--- src/rtl/mul_unit_if.sv ---
// Request/result bundle between the issue logic and the multiply unit.
// master drives operands and Start; slave returns Busy/Done/result/flags.
interface mul_unit_if #(
  parameter int WIDTH = 32
);
  logic             Start;
  logic             Long;
  logic             Signed;
  logic             Accumulate;
  logic [WIDTH-1:0] Rm;
  logic [WIDTH-1:0] Rs;
  logic [WIDTH-1:0] AccHi;
  logic [WIDTH-1:0] AccLo;
  logic             Busy;
  logic             Done;
  logic [WIDTH-1:0] ResultHi;
  logic [WIDTH-1:0] ResultLo;
  logic             FlagN;
  logic             FlagZ;

  modport master (
    output Start, Long, Signed, Accumulate,
    output Rm, Rs, AccHi, AccLo,
    input  Busy, Done, ResultHi, ResultLo,
    input  FlagN, FlagZ
  );

  modport slave (
    input  Start, Long, Signed, Accumulate,
    input  Rm, Rs, AccHi, AccLo,
    output Busy, Done, ResultHi, ResultLo,
    output FlagN, FlagZ
  );
endinterface

--- src/rtl/mul_unit.sv ---
// Iterative radix-2 shift-add multiply / multiply-accumulate unit.
// Signed long ops multiply magnitudes and negate the product at the end.
module mul_unit #(
  parameter int WIDTH = 32
) (
  input logic       CLK,
  input logic       RESETn,
  mul_unit_if.slave bus
);
  localparam int CW = $clog2(WIDTH);
  localparam int W2 = 2 * WIDTH;

  typedef enum logic [1:0] {
    IDLE,
    CALC,
    FINAL
  } state_t;

  state_t           state;
  logic [CW-1:0]    cnt;
  logic             long_q;
  logic             acc_q;
  logic             neg_q;
  logic [WIDTH-1:0] acc_hi;
  logic [WIDTH-1:0] acc_lo;
  logic [WIDTH-1:0] mplier;
  logic [W2-1:0]    mcand;
  logic [W2-1:0]    prod;

  logic             busy;
  logic             done;
  logic [WIDTH-1:0] res_hi;
  logic [WIDTH-1:0] res_lo;
  logic             flag_n;
  logic             flag_z;

  logic             sgn_long;
  logic [WIDTH-1:0] rm_mag;
  logic [WIDTH-1:0] rs_mag;
  logic [W2-1:0]    prod_s;
  logic [W2-1:0]    acc_w;
  logic [W2-1:0]    sum;

  assign sgn_long = bus.Signed & bus.Long;
  // 0x80000000 negates to itself, which is 2^31 read unsigned
  assign rm_mag = (sgn_long & bus.Rm[WIDTH-1]) ? -bus.Rm : bus.Rm;
  assign rs_mag = (sgn_long & bus.Rs[WIDTH-1]) ? -bus.Rs : bus.Rs;

  always_comb begin
    prod_s = neg_q ? -prod : prod;
    acc_w  = long_q ? {acc_hi, acc_lo}
                    : {{WIDTH{1'b0}}, acc_lo};
    sum    = acc_q ? prod_s + acc_w : prod_s;
  end

  always_ff @(posedge CLK or negedge RESETn) begin
    if (!RESETn) begin
      state  <= IDLE;
      cnt    <= '0;
      long_q <= 1'b0;
      acc_q  <= 1'b0;
      neg_q  <= 1'b0;
      acc_hi <= '0;
      acc_lo <= '0;
      mplier <= '0;
      mcand  <= '0;
      prod   <= '0;
      busy   <= 1'b0;
      done   <= 1'b0;
      res_hi <= '0;
      res_lo <= '0;
      flag_n <= 1'b0;
      flag_z <= 1'b0;
    end else begin
      done <= 1'b0;
      unique case (state)
        IDLE: begin
          if (bus.Start) begin
            long_q <= bus.Long;
            acc_q  <= bus.Accumulate;
            neg_q  <= sgn_long & (bus.Rm[WIDTH-1] ^ bus.Rs[WIDTH-1]);
            acc_hi <= bus.AccHi;
            acc_lo <= bus.AccLo;
            mcand  <= {{WIDTH{1'b0}}, rm_mag};
            mplier <= rs_mag;
            prod   <= '0;
            cnt    <= '0;
            busy   <= 1'b1;
            state  <= CALC;
          end
        end
        CALC: begin
          if (mplier[0]) prod <= prod + mcand;
          mcand  <= mcand << 1;
          mplier <= mplier >> 1;
          cnt    <= cnt + CW'(1);
          if (cnt == CW'(WIDTH - 1)) state <= FINAL;
        end
        FINAL: begin
          res_lo <= sum[WIDTH-1:0];
          res_hi <= long_q ? sum[W2-1:WIDTH] : '0;
          flag_n <= long_q ? sum[W2-1] : sum[WIDTH-1];
          flag_z <= long_q ? (sum == '0)
                           : (sum[WIDTH-1:0] == '0);
          done   <= 1'b1;
          busy   <= 1'b0;
          state  <= IDLE;
        end
        default: state <= IDLE;
      endcase
    end
  end

  assign bus.Busy     = busy;
  assign bus.Done     = done;
  assign bus.ResultHi = res_hi;
  assign bus.ResultLo = res_lo;
  assign bus.FlagN    = flag_n;
  assign bus.FlagZ    = flag_z;
endmodule

--- src/flat_wrapper.sv ---
// flat-port wrapper written by rule: the top's interface ports become plain ports
module mul_unit_flat 
#(
  parameter int WIDTH = 32
)
  (CLK, RESETn, bus_Start, bus_Long, bus_Signed, bus_Accumulate, bus_Rm, bus_Rs, bus_AccHi, bus_AccLo, bus_Busy, bus_Done, bus_ResultHi, bus_ResultLo, bus_FlagN, bus_FlagZ);
  mul_unit_if #(.WIDTH(WIDTH)) bus_i ();
  input logic CLK;
  input logic RESETn;
  input wire logic [$bits(bus_i.Start)-1:0] bus_Start;
  input wire logic [$bits(bus_i.Long)-1:0] bus_Long;
  input wire logic [$bits(bus_i.Signed)-1:0] bus_Signed;
  input wire logic [$bits(bus_i.Accumulate)-1:0] bus_Accumulate;
  input wire logic [$bits(bus_i.Rm)-1:0] bus_Rm;
  input wire logic [$bits(bus_i.Rs)-1:0] bus_Rs;
  input wire logic [$bits(bus_i.AccHi)-1:0] bus_AccHi;
  input wire logic [$bits(bus_i.AccLo)-1:0] bus_AccLo;
  output wire logic [$bits(bus_i.Busy)-1:0] bus_Busy;
  output wire logic [$bits(bus_i.Done)-1:0] bus_Done;
  output wire logic [$bits(bus_i.ResultHi)-1:0] bus_ResultHi;
  output wire logic [$bits(bus_i.ResultLo)-1:0] bus_ResultLo;
  output wire logic [$bits(bus_i.FlagN)-1:0] bus_FlagN;
  output wire logic [$bits(bus_i.FlagZ)-1:0] bus_FlagZ;
  assign bus_i.Start = bus_Start;
  assign bus_i.Long = bus_Long;
  assign bus_i.Signed = bus_Signed;
  assign bus_i.Accumulate = bus_Accumulate;
  assign bus_i.Rm = bus_Rm;
  assign bus_i.Rs = bus_Rs;
  assign bus_i.AccHi = bus_AccHi;
  assign bus_i.AccLo = bus_AccLo;
  assign bus_Busy = bus_i.Busy;
  assign bus_Done = bus_i.Done;
  assign bus_ResultHi = bus_i.ResultHi;
  assign bus_ResultLo = bus_i.ResultLo;
  assign bus_FlagN = bus_i.FlagN;
  assign bus_FlagZ = bus_i.FlagZ;
  mul_unit #(.WIDTH(WIDTH)) u_core (.CLK(CLK), .RESETn(RESETn), .bus(bus_i));
endmodule
--- config.mk ---
export PLATFORM = sky130hd
export DESIGN_NAME = mul_unit_flat
export DESIGN_NICKNAME = d
export VERILOG_FILES = /design/src/rtl/mul_unit_if.sv /design/src/rtl/mul_unit.sv /design/src/flat_wrapper.sv
export SDC_FILE = /design/constraint.sdc
export NUM_CORES = 1
export LEC_CHECK = 0
export CORE_AREA = 2 2 169 237
export DETAILED_ROUTE_END_ITERATION = 7
export DIE_AREA = 0 0 171 239
export PLACE_DENSITY = 0.81
export RECOVER_POWER = 100
export SLEW_MARGIN = 10
export SYNTH_ARGS = -nofsm -noshare
export SYNTH_HDL_FRONTEND = slang
export SYNTH_SLANG_ARGS = --single-unit
--- constraint.sdc ---
create_clock -name CLK -period 7.8 [get_ports CLK]
set_clock_uncertainty 0.15 [all_clocks]
set_input_delay 1.56 -clock CLK [delete_from_list [all_inputs] [get_ports CLK]]
set_output_delay 1.56 -clock CLK [all_outputs]
set_load 0.05 [all_outputs]
==> summary by stage <==
Run status
The run finished, with violations left. The final reports fail on max-capacitance violations, max-slew violations.

Pwr
The fraction of power consumed by combinational cells is 0.643. The share of total power dissipated in sequential elements is 0.226. The peak supply drop is 292 uV. The power density relative to cell area is approximately 470 nW/um2. Of the total power, the share spent switching nets is 0.511.

The total internal power is between 6 and 7 mW. Of the total power, the clock network draws 0.131. The total power is 12.4 mW. In this run the static leakage power is 11.7 nW.

In this run the power spent charging and discharging nets is about 6.3 mW.

Floorplan
The initial utilization of the core area, before any placement, comes to 0.588. During I/O placement, the number of pins put on the boundary was ~200. The full die area is just over 40,000 um2. From bottom edge to top edge, the die measures 239 um. Row generation in the floorplan step produced 86 rows. The floorplan step defined a core boundary enclosing around 39,000 um2. The horizontal die dimension is approximately 170 um.

Finish
The count of inserted antenna diode cells is 0. Of the cells placed in the final design, the portion with a size suffix greater than 1 is 0.0332. The area overhead of the layout relative to synthesis is 15.0%. The filler cell count in the final layout is roughly 3,300. In the layout the commonest cells are 496 x nand2_1, 300 x dfrtp_1, 276 x o21ai_0. The library cell used most frequently in the layout, excluding fill and tap cells, is nand2_1. In the final design database the tool counted 3,205 nets.

Timing
Across all hold checks on the routed design, the worst slack comes to 317 ps. After routing, the total negative slack on setup checks comes to 0 ps. The worst pin sits at a relative slew slack of -1.57. The highest clock frequency the design can meet is roughly 0.14 GHz.

The final hold violation count is 0. Setup violations remaining at the end of the flow were counted as 0. The number of pins exceeding their max-slew limit in the final report is ~580.

Dividing the final minimum period by the clock period gives 0.923. Setup repair after global routing left no endpoint under its margin. For the pin with the worst max-slew slack, the measured transition is 3860 ps. The final critical path time including I/O delays and setup is roughly 7000 ps. Setup slack closes at about 600 ps.

Critical path
The library cell contributing the largest single delay on the critical path is nor4_1. At the worst endpoint, the arrival time is roughly 7600 ps. The largest stage delay on the critical path is between 600 and 700 ps.

The buffering stage count on the worst path with inverters included is 1. The critical path depth is 19. The number of cells on the worst reg-to-reg path is 19. The kind of cell with the highest combined delay along the critical path is simple AND/OR/NAND/NOR gates. The kind of start point of the critical path is a register. By instance count, the cell type seen most on the critical path is or4_1.

The setup path with the least slack is of type register to register. In this run the worst path has a maximum fanout of 9. The worst setup path is captured at a register. The critical path goes through nor4_1 > nand4_1 > or4_1 > o41ai_1 > xnor2_1 > ha_1 > and2_0 > nor4b_1 > a221o_1 > a211oi_1 > clkbuf_1 > o21ai_0 > or2_2 > xor2_1 > a2111o_1 > or4bb_1 > or4_1 > or4_1 > nand2_1. The data required time of the worst path is slightly above 8000 ps.

Synthesis
The synthesized netlist occupies a cell area of ~23,000 um2. Synthesis handed over a netlist of 2,813 instances. Counting distinct cell types in the post-synthesis netlist gives 79.

The number of enable-type register cells in the synthesized netlist is 0. Counting flops and latches in the post-synthesis netlist gives approximately 300. Each instance of the synthesized netlist takes up on average ~8.1 um2. In the synthesized netlist the async set-or-reset flop fraction comes to 1.00. The post-synthesis sequential area ratio is 0.330. The synthesis warning total is 0. The post-synthesis net count is 3,087. The primary flip-flop cell chosen by synthesis mapping is dfrtp_1.

Drt
The routed length per placed instance is 21.2 um. For this run, the detailed router's first-pass iteration total came to 6. The detailed router placed approximately 23,000 vias in this run. The routed wire length is roughly 74 mm. Once detail routing completed, the nets flagged for antenna violations numbered 0. The via-per-instance ratio is around 6.5. In the routed design, unresolved DRC markers number 0.

The number of DRC markers after the initial detailed-route iteration is around 2,000.

Worst hold path
The tightest min-delay check is of the register to register type. The cell count of the worst hold path is 2.

Clocking
The CTS root buffer is clkbuf_16. In this run the number of H-tree levels came out at 1. The number of gates resized after CTS is 0. No sink is reached through more buffers than the 3 on the longest clock path. The total CTS buffers is 30. For the worst-skew pair, the clock arrives at the later sink with an insertion delay of ~600 ps. The TritonCTS sink count is 302. The number of hold-repair buffers added at the cts stage is 0. Clock-pin slew was measured on the worst setup and hold paths at approximately 60 ps. TritonCTS built the clock tree.

The post-CTS setup buffer count is 0.

GRT
The total overflow left after global routing is 0. The number of global-route vias before repair is between 20,000 and 25,000. The first-pass GRT wire length is approximately 120 mm. In the global route stage, overall resource usage came out at 0.359.

The initial antenna violation count is 0. Entering global routing, the biggest net connects approximately 130 pins.

Run
Max-cap violations in this run came to 8.

Place
The post-placement worst setup slack is about 900 ps. At the end of routability-driven placement, the weighted congestion stood at between 1 and 1.5. The number of port buffers is approximately 200. The post-DP HPWL is around 57 mm.
## metal layers
| layer | global-route usage | vias to the layer above | part of all wire |
|---|---|---|---|
| met5 | 0 | - | 0 |
| met4 | 0.174 | 0 | 0.054 |
| met3 | 0.0334 | 217 | 0.062 |
| met2 | 0.613 | 938 | 0.48 |
| met1 | 0.455 | 10800 | 0.40 |
| li1 | - | 10600 | - |
## tightest hold or removal path, cell delays in order, from the launching register on
cell and delay [ps]:
dfrtp_1 340, nand2_1 50, nand2_1 50
## cells by family (layout without fill, tap and decap cells)
family                   Yosys count  in the layout  share of synthesized area
AO/OA/AOI/OAI                    928            928                      0.258
XOR/XNOR                         219            219                     0.0837
adder cells (fa/ha/maj)          140            140                     0.0771
buffers and inverters            192            334                     0.0315
flip-flops                       302            302                      0.330
multiplexers                      32             32                     0.0142
AND/OR/NAND/NOR                 1000           1000                      0.205
## power by group through the flow
stage	logic, mW	registers [mW]	clock network (mW)
after detailed placement	7.77	2.79	0
after global routing	8.70	2.86	1.71
after CTS	7.81	2.77	1.65
after global placement	7.64	2.76	0
after floorplan	5.76	2.51	0
final	7.96	2.79	1.63
## cell usage after synthesis (30+ instances only)
library cell	number	area, um2
nand2_1	496	1860
dfrtp_1	302	7560
o21ai_0	275	1380
a21oi_1	212	1060
xnor2_1	145	1270
nor2_1	139	522
ha_1	138	1730
clkbuf_1	127	477
a21o_1	74	556
xor2_1	74	648
a22oi_1	53	398
and2_1	51	319
nand4_1	50	313
inv_1	49	184
a22o_1	48	420
nor3_1	45	225
nand3_1	42	210
o31ai_1	33	248
nor4_1	30	188
o22ai_1	30	188
## worst paths after layout
check / slack (ps) / startpoint / to
max in group asynchronous: 2740 / RESETn / u_core.bus.ResultHi[13]$_DFFE_PN0P_
worst min-delay path: 320 / u_core.acc_hi[17]$_DFFE_PN0P_ / u_core.acc_hi[17]$_DFFE_PN0P_
worst max register to register: 600 / u_core.prod[5]$_DFFE_PN0P_ / u_core.bus.FlagZ$_DFFE_PN0P_
worst min register to register: 320 / u_core.acc_hi[17]$_DFFE_PN0P_ / u_core.acc_hi[17]$_DFFE_PN0P_
worst max-delay path: 600 / u_core.prod[5]$_DFFE_PN0P_ / u_core.bus.FlagZ$_DFFE_PN0P_
min in group asynchronous: 860 / RESETn / u_core.mcand[6]$_DFFE_PN0P_
## metrics by stage
stage,utilization,cells,area [um2]
finish,0.676,3483,26300
global route,0.676,3483,26300
CTS,0.678,3483,26400
detailed placement,0.650,3427,25300
global placement,0.650,3427,25300
floorplan,-,2813,22900
## cell type report
class / instances / area (um2) / share of cell area
Multi-Input combinational cell: 2319 / 14600 / 0.556
Sequential cell: 302 / 7560 / 0.287
Timing Repair Buffer: 227 / 2170 / 0.0823
Clock buffer: 42 / 877 / 0.0333
Tap cell: 528 / 661 / 0.0251
Clock inverter: 14 / 230 / 0.00874
Inverter: 51 / 191 / 0.00727
## registers in the layout, indices dropped and copies added, names as in the netlist
register and cells:
u_core.prod 64, u_core.acc_hi 32, u_core.bus.ResultLo 32, u_core.acc_q 1
u_core.state 2, u_core.bus.ResultHi 32, u_core.acc_lo 32, u_core.cnt 5
u_core.bus.Done 1, u_core.bus.FlagZ 1, u_core.bus.FlagN 1, u_core.bus.Busy 1
u_core.mplier 32, u_core.mcand 64, u_core.neg_q 1, u_core.long_q 1
Power figures use the tool's default switching activity.
